[src/rtl/pipeline_ctrl_if.sv]
// Hazard/memory control bundle between the pipeline datapath and pipeline_ctrl.
// The master side drives instruction and memory status; the slave side returns the controls.
interface pipeline_ctrl_if #(
    parameter int CNT_W = 16
);
    logic [4:0]       ID_rs1;
    logic [4:0]       ID_rs2;
    logic [4:0]       EX_rd;
    logic             EX_MemRead;
    logic             branch_taken;
    logic             mem_req;
    logic             mem_ack;

    logic             Stall;
    logic             NoOp;
    logic             Flush;
    logic             cpu_stall_o;
    logic             err_o;
    logic [CNT_W-1:0] stall_cnt_o;
    logic [CNT_W-1:0] mem_stall_cnt_o;
    logic [CNT_W-1:0] flush_cnt_o;

    modport master (
        output ID_rs1, ID_rs2, EX_rd, EX_MemRead, branch_taken, mem_req, mem_ack,
        input  Stall, NoOp, Flush, cpu_stall_o, err_o,
        input  stall_cnt_o, mem_stall_cnt_o, flush_cnt_o
    );

    modport slave (
        input  ID_rs1, ID_rs2, EX_rd, EX_MemRead, branch_taken, mem_req, mem_ack,
        output Stall, NoOp, Flush, cpu_stall_o, err_o,
        output stall_cnt_o, mem_stall_cnt_o, flush_cnt_o
    );
endinterface

[src/rtl/pipeline_ctrl.sv]
// Pipeline hazard controller: load-use stall, branch flush, memory-miss freeze
// with a timeout error state, and saturating performance counters.
module pipeline_ctrl #(
    parameter int TIMEOUT = 255,
    parameter int CNT_W   = 16
) (
    input  logic           clk_i,
    input  logic           rst_i,
    pipeline_ctrl_if.slave bus
);
    localparam int WAIT_W = (TIMEOUT < 1) ? 1 : $clog2(TIMEOUT + 1);
    localparam logic [WAIT_W-1:0] WAIT_LAST = WAIT_W'(TIMEOUT - 1);

    typedef enum logic [1:0] {
        RUN      = 2'd0,
        MEM_WAIT = 2'd1,
        ERR      = 2'd2
    } state_t;

    state_t            r_state;
    state_t            w_state_nxt;
    logic [WAIT_W-1:0] r_wait_cnt;
    logic [WAIT_W-1:0] w_wait_nxt;
    logic [CNT_W-1:0]  r_stall_cnt;
    logic [CNT_W-1:0]  r_mem_stall_cnt;
    logic [CNT_W-1:0]  r_flush_cnt;

    logic w_load_use;
    logic w_cpu_stall;
    logic w_stall;
    logic w_flush;

    function automatic logic [CNT_W-1:0] sat_inc(input logic [CNT_W-1:0] v, input logic en);
        if (en && (v != {CNT_W{1'b1}}))
            return v + CNT_W'(1);
        return v;
    endfunction

    // x0 is hardwired zero, so a load targeting it never creates a hazard.
    assign w_load_use = bus.EX_MemRead && (bus.EX_rd != 5'd0) &&
                        ((bus.EX_rd == bus.ID_rs1) || (bus.EX_rd == bus.ID_rs2));

    // A frozen pipeline holds everything, so hazard controls are masked; load-use beats flush.
    assign w_stall = w_load_use && !w_cpu_stall;
    assign w_flush = bus.branch_taken && !w_load_use && !w_cpu_stall;

    always_ff @(posedge clk_i or negedge rst_i) begin
        if (!rst_i) begin
            r_state    <= RUN;
            r_wait_cnt <= '0;
        end else begin
            r_state    <= w_state_nxt;
            r_wait_cnt <= w_wait_nxt;
        end
    end

    always_comb begin
        w_state_nxt = r_state;
        w_wait_nxt  = r_wait_cnt;
        w_cpu_stall = 1'b0;
        case (r_state)
            RUN: begin
                if (bus.mem_req && !bus.mem_ack) begin
                    w_state_nxt = MEM_WAIT;
                    w_wait_nxt  = '0;
                    w_cpu_stall = 1'b1;
                end
            end
            MEM_WAIT: begin
                if (bus.mem_ack) begin
                    w_state_nxt = RUN;
                end else begin
                    w_cpu_stall = 1'b1;
                    w_wait_nxt  = r_wait_cnt + WAIT_W'(1);
                    if (r_wait_cnt == WAIT_LAST)
                        w_state_nxt = ERR;
                end
            end
            ERR: begin
                w_cpu_stall = 1'b1;
            end
            default: begin
                w_state_nxt = RUN;
                w_wait_nxt  = '0;
            end
        endcase
    end

    always_ff @(posedge clk_i or negedge rst_i) begin
        if (!rst_i) begin
            r_stall_cnt     <= '0;
            r_mem_stall_cnt <= '0;
            r_flush_cnt     <= '0;
        end else begin
            r_stall_cnt     <= sat_inc(r_stall_cnt, w_stall);
            r_mem_stall_cnt <= sat_inc(r_mem_stall_cnt, w_cpu_stall);
            r_flush_cnt     <= sat_inc(r_flush_cnt, w_flush);
        end
    end

    assign bus.Stall           = w_stall;
    assign bus.NoOp            = w_stall;
    assign bus.Flush           = w_flush;
    assign bus.cpu_stall_o     = w_cpu_stall;
    assign bus.err_o           = (r_state == ERR);
    assign bus.stall_cnt_o     = r_stall_cnt;
    assign bus.mem_stall_cnt_o = r_mem_stall_cnt;
    assign bus.flush_cnt_o     = r_flush_cnt;
endmodule

[src/flat_wrapper.sv]
// flat-port wrapper written by rule: the top's interface ports become plain ports
module pipeline_ctrl_flat 
#(
    parameter int TIMEOUT = 255,
    parameter int CNT_W   = 16
)
  (clk_i, rst_i, bus_ID_rs1, bus_ID_rs2, bus_EX_rd, bus_EX_MemRead, bus_branch_taken, bus_mem_req, bus_mem_ack, bus_Stall, bus_NoOp, bus_Flush, bus_cpu_stall_o, bus_err_o, bus_stall_cnt_o, bus_mem_stall_cnt_o, bus_flush_cnt_o);
  pipeline_ctrl_if #(.CNT_W(CNT_W)) bus_i ();
  input  logic clk_i;
  input  logic rst_i;
  input wire logic [$bits(bus_i.ID_rs1)-1:0] bus_ID_rs1;
  input wire logic [$bits(bus_i.ID_rs2)-1:0] bus_ID_rs2;
  input wire logic [$bits(bus_i.EX_rd)-1:0] bus_EX_rd;
  input wire logic [$bits(bus_i.EX_MemRead)-1:0] bus_EX_MemRead;
  input wire logic [$bits(bus_i.branch_taken)-1:0] bus_branch_taken;
  input wire logic [$bits(bus_i.mem_req)-1:0] bus_mem_req;
  input wire logic [$bits(bus_i.mem_ack)-1:0] bus_mem_ack;
  output wire logic [$bits(bus_i.Stall)-1:0] bus_Stall;
  output wire logic [$bits(bus_i.NoOp)-1:0] bus_NoOp;
  output wire logic [$bits(bus_i.Flush)-1:0] bus_Flush;
  output wire logic [$bits(bus_i.cpu_stall_o)-1:0] bus_cpu_stall_o;
  output wire logic [$bits(bus_i.err_o)-1:0] bus_err_o;
  output wire logic [$bits(bus_i.stall_cnt_o)-1:0] bus_stall_cnt_o;
  output wire logic [$bits(bus_i.mem_stall_cnt_o)-1:0] bus_mem_stall_cnt_o;
  output wire logic [$bits(bus_i.flush_cnt_o)-1:0] bus_flush_cnt_o;
  assign bus_i.ID_rs1 = bus_ID_rs1;
  assign bus_i.ID_rs2 = bus_ID_rs2;
  assign bus_i.EX_rd = bus_EX_rd;
  assign bus_i.EX_MemRead = bus_EX_MemRead;
  assign bus_i.branch_taken = bus_branch_taken;
  assign bus_i.mem_req = bus_mem_req;
  assign bus_i.mem_ack = bus_mem_ack;
  assign bus_Stall = bus_i.Stall;
  assign bus_NoOp = bus_i.NoOp;
  assign bus_Flush = bus_i.Flush;
  assign bus_cpu_stall_o = bus_i.cpu_stall_o;
  assign bus_err_o = bus_i.err_o;
  assign bus_stall_cnt_o = bus_i.stall_cnt_o;
  assign bus_mem_stall_cnt_o = bus_i.mem_stall_cnt_o;
  assign bus_flush_cnt_o = bus_i.flush_cnt_o;
  pipeline_ctrl #(.TIMEOUT(TIMEOUT), .CNT_W(CNT_W)) u_core (.clk_i(clk_i), .rst_i(rst_i), .bus(bus_i));
endmodule
[config.mk]
export PLATFORM = sky130hd
export DESIGN_NAME = pipeline_ctrl_flat
export DESIGN_NICKNAME = d
export VERILOG_FILES = /design/src/rtl/pipeline_ctrl_if.sv /design/src/rtl/pipeline_ctrl.sv /design/src/flat_wrapper.sv
export SDC_FILE = /design/constraint.sdc
export NUM_CORES = 1
export LEC_CHECK = 0
export BUFFER_PORTS_ARGS = -buffer_cell sky130_fd_sc_hd__buf_2
export CORE_UTILIZATION = 40
export CTS_CLUSTER_DIAMETER = 50
export CTS_CLUSTER_SIZE = 40
export DETAILED_ROUTE_END_ITERATION = 12
export PLACE_DENSITY = 0.67
export SLEW_MARGIN = 20
export SYNTH_ARGS = -nofsm -noshare
export SYNTH_HDL_FRONTEND = slang
export SYNTH_SLANG_ARGS = --single-unit
[constraint.sdc]
create_clock -name clk_i -period 2.5 [get_ports clk_i]
set_input_delay 0.25 -clock clk_i [delete_from_list [all_inputs] [get_ports clk_i]]
set_output_delay 0.25 -clock clk_i [all_outputs]
set_load 0.02 [all_outputs]
[Word-level counts from Yosys, hierarchy flattened]
Index checks and enable logic that the tools add are counted.
Cells by class
  reductions and logical operators: 17
  $mul: 0
  order comparisons: 0
  bitwise gates (word level): 1
  muxes and demuxes: 16
  shifts and indexed selects: 0
  divide/modulo/power cells: 0
  eq/ne operators: 11
  $add $sub $neg: 4
Operators by type and width (count)
  adder 16 x 1 -> 16 bit (second input constant): 3
  two-way mux 16 bit: 3
  != test 16 bit (second input constant): 3
  case mux 8 bit (3 select lines): 1
  two-way mux 8 bit: 2
  == test 5 bit: 2
  logical AND 1 bit: 9
  adder 8 x 1 -> 8 bit (second input constant): 1
  == test 8 bit (second input constant): 1
  two-way mux 2 bit: 3
  case mux 2 bit (3 select lines): 1
  AND reduction 3 bit: 2
  two-way mux 1 bit: 5
  nonzero test 5 bit: 1
  zero test 1 bit: 3
  != test 3 x 2 -> 1 bit (second input constant): 1
  case mux 1 bit (3 select lines): 1
  == test 2 x 1 -> 1 bit (second input constant): 1
  == test 2 bit (second input constant): 1
  zero test 2 bit: 1
  != test 2 x 1 -> 1 bit (second input constant): 1
  != test 2 bit (second input constant): 1
  logical OR 1 bit: 1
  inverter 1 bit: 1
Word-level totals
  latch bits: 0
  register bits: 58
  input port bits: 21
  memory bits (read-only): 0
  output and inout port bits: 53
  memory bits (writable): 0
  word-level logic and storage cells: 54
  memories: 0

[Longest topological paths before layout]
  word-level depth: 8
  depth in mapped cells: 8
  depth with buffers taken out: 7

[Least setup slack after synthesis]
Ideal clock, no wire load.
  kind: register -> register
  from: register u_core.r_flush_cnt[0], in the netlist u_core.bus.flush_cnt_o[0]
  to: register u_core.r_flush_cnt[1], in the netlist u_core.bus.flush_cnt_o[1]
  setup slack: 273 ps
  cell stages (with the launch flop): 7
  arrival: 2103 ps
  buffers on the path: 0
  setup time: 125 ps
  cells stage by stage: dfrtp_1 ha_1 inv_1 or4_1 o21bai_2 nand2b_1 mux2_2
Between the ends
  word-level cells in the longest chain between the ends: 3
  elaborated cells between the ends (all ways): 5
RTL lines
  start: declaration: RTL line pipeline_ctrl.sv:26  | logic [CNT_W-1:0] r_flush_cnt;
  start signal: assignment: RTL line pipeline_ctrl.sv:97  | r_flush_cnt <= sat_inc(r_flush_cnt, w_flush);
  branches (longest 3 deep; another with adder 16 x 1 -> 16 bit)
Several ways; the timed one is not identified. The select of a mux whose other input is x is not followed.
A chain may end at the register's enable or synchronous reset.

[Final worst setup path]
Ends and elaborated chain as after synthesis.

==> results.txt <==
status: finished clean
Yosys reg bits: 58
clk_skew: 7.83 ps
Netlist cell types: 43
GPL Wtd Cong: 0.846
Post-Route WL: 6120 microns
top_reg_cell synth: dfrtp_1
Detailed Place HPWL: 4690 microns
setup TNS: 0 ps
share of layout cells above drive strength 1: 28.7%
crit end category: flop
I/O pins: 74
FMAX: 0.440 GHz
Area Overhead vs Synth: 21.6%
fillcell total: 710
nets: 397
CTS tree: built
RSZ-0062 raised after global routing: false
Die Y: 88.9 microns
TritonRoute pass-1 iters: 4
top-area cell type share of the netlist area: 48.1%
die footprint: 7900 sq um
Power per Cell Area: 707 nW/um^2
fin crit share: 91.0%
post-layout minimum cycle time: 2270 ps
Mapped Area: 3020 sq um
largest cells by area after synthesis: dfrtp_1, xnor2_1, xor2_1, nand2_1, nand3_1
buffer levels on the longest clock path: 2
Syn Area/Cell: 10.5 sq um
vias in the first global route: 2,211
Hold/Removal Path Class: primary input to flop
Final Hold Slack: 230 ps
critical path's slowest cell: or4_1
GRT Util Overall: 16.6%
placed instance area: 3490 sq um
Final setup viols: 0
maximum VDD drop: 0.000264 V
worst slew pin tran: 689 ps
Rows: 31
R2R Setup Slk: 230 ps
Clk pin slew, worst setup/hold paths: 70 ps
global-route wire length before repair: 10,000 microns
r2r worst-path depth: 6
total CTS buffers: 9
port bufs: 73
initial core utilization: 41.4%
htree depth: 3
chip width: 88.9 microns
crit-path max FO: 8
core area: 7290 sq um
Leak: 0.00184 uW
Max-Cap Viols: 0
sequential-to-total area share from yosys stat: 48.1%
initial antenna violation count: 0
Mapped Cells: 287
remaining antenna violation count: 0
vias per cell: 4.98
Data required, critical path: 2710 ps
Arr. time, crit path: 2490 ps
cell taking the most area after synthesis: dfrtp_1
share of flip-flops with an asynchronous set or reset: 100%
fin area: 3670 sq um
CP peak stage delay: 580 ps
post-CTS setup buffer count: 0
Synth Net Count: 313
Final Hold Viols: 0
DR WL/cell: 12.9 microns
hold depth: 3
global route overflow: 0
Clock Sinks: 58
worst skew pair latency: 330 ps
Startpoint Class: flop
DR iter-0 viols: 80
clk root buf: clkbuf_8
critical-path cell list: ha_1 -> inv_1 -> or4_1 -> o21bai_2 -> nand2b_1 -> mux2_2
most frequent cells after synthesis: dfrtp_1, xnor2_1, nand2_1
most frequent cell after synthesis: dfrtp_1
ANT cells: 0
crit path kind: flop to flop
pin count of the biggest net entering global routing: 25
Post-synth EDFFs: 0
Vias: 2,365
Slew headroom: 53.6%
yosys warns: 0
max-slew violation count: 0
DRC viols: 0
==> critical path: cells and delay by family (launching register included) <==
kind                       cells  cell delay [ps]
buffers and inverters          1               60
muxes                          1              340
and+or+nand+nor                2              780
adders and majority gates      1              190
DFF                            1              410
AOI/OAI and AO/OA              1              370
==> where the power goes <==
group | internal (uW) | leakage (uW) | switching [uW]
Clock | 381 | 0.0000851 | 367
Sequential | 1070 | 0.000774 | 167
Combinational | 245 | 0.000979 | 363
==> stage by stage <==
stage | std cells | worst slack (ps) | utilization [%] | power (uW)
detailed placement | 458 | 200 | 47.9 | 1870
floorplan | 287 | 273 | - | 1630
CTS | 475 | 223 | 50.3 | 2640
global route | 475 | 121 | 50.3 | 2770
global placement | 458 | 282 | 47.9 | 1850
finish | 475 | 226 | 50.3 | 2590
==> flip-flops by register name, indices dropped and copies added (netlist names) <==
signal	cells
u_core.bus.flush_cnt_o	16
u_core.r_wait_cnt	8
u_core.bus.mem_stall_cnt_o	16
u_core.bus.stall_cnt_o	16
u_core.r_state	2
==> final timing paths <==
kind,startpoint,end
max,u_core.bus.flush_cnt_o[0],u_core.bus.flush_cnt_o[1]
min,bus_mem_req,u_core.r_state[0]
min reg2reg,u_core.bus.flush_cnt_o[15],u_core.bus.flush_cnt_o[15]
max in group asynchronous,rst_i,u_core.bus.flush_cnt_o[11]
min in group asynchronous,rst_i,u_core.bus.stall_cnt_o[15]
max reg2reg,u_core.bus.flush_cnt_o[0],u_core.bus.flush_cnt_o[1]
==> logic make-up (layout without fill, tap and decap cells) <==
kind of cell	Yosys count	after routing	synth area share [%]
simple gates	131	131	24.1
flops	58	58	48.1
xor+xnor	57	57	16.5
compound gates	21	21	5.47
buf+inv	11	100	2.24
fa+ha+maj	5	5	2.07
mux	4	4	1.49
==> cell usage in the layout, fill, tap and decap left out, types with 3 or more instances in the layout <==
cell type	netlist	final
or3_1	7	7
nand4_1	13	13
clkinv_2	0	3
inv_1	6	6
o21ai_0	5	5
nand2_1	29	29
mux2_2	3	3
a21oi_1	4	4
o22ai_1	3	3
xor2_1	26	26
dfrtp_1	58	58
and3_1	14	14
clkbuf_8	0	10
and4_1	3	3
buf_2	0	73
nor3_1	5	5
nor2_1	19	19
and2_1	3	3
nor4_1	4	4
buf_4	1	3
ha_1	5	5
xnor2_1	31	31
nand3_1	18	18
==> layout make-up <==
cell class                      count  area, sq um  share of cell area (%)
Sequential cell                    58         1450                    39.5
Clock inverter                      5         30.0                   0.818
Multi-Input combinational cell    218         1500                    40.9
Clock buffer                       11          141                    3.85
Timing Repair Buffer               77          398                    10.8
Tap cell                           99          124                    3.37
Inverter                            7         26.3                   0.716
==> timing repair <==
| item | CTS | global route |
|---|---|---|
| gates resized for setup | 0 | 0 |
| hold buffers | 1 | 0 |
| hold endpoints to repair | 16 | 0 |
==> routing by layer <==
layer / track usage (%) / up-vias / routed length (microns)
met3: 3.73 / 9 / 325
met4: 6.60 / 0 / 69
met2: 27.3 / 76 / 2890
met1: 21.2 / 1109 / 2840
met5: 0 / - / 0
li1: - / 1171 / -
Note: power is estimated with default switching activity, not from simulation.
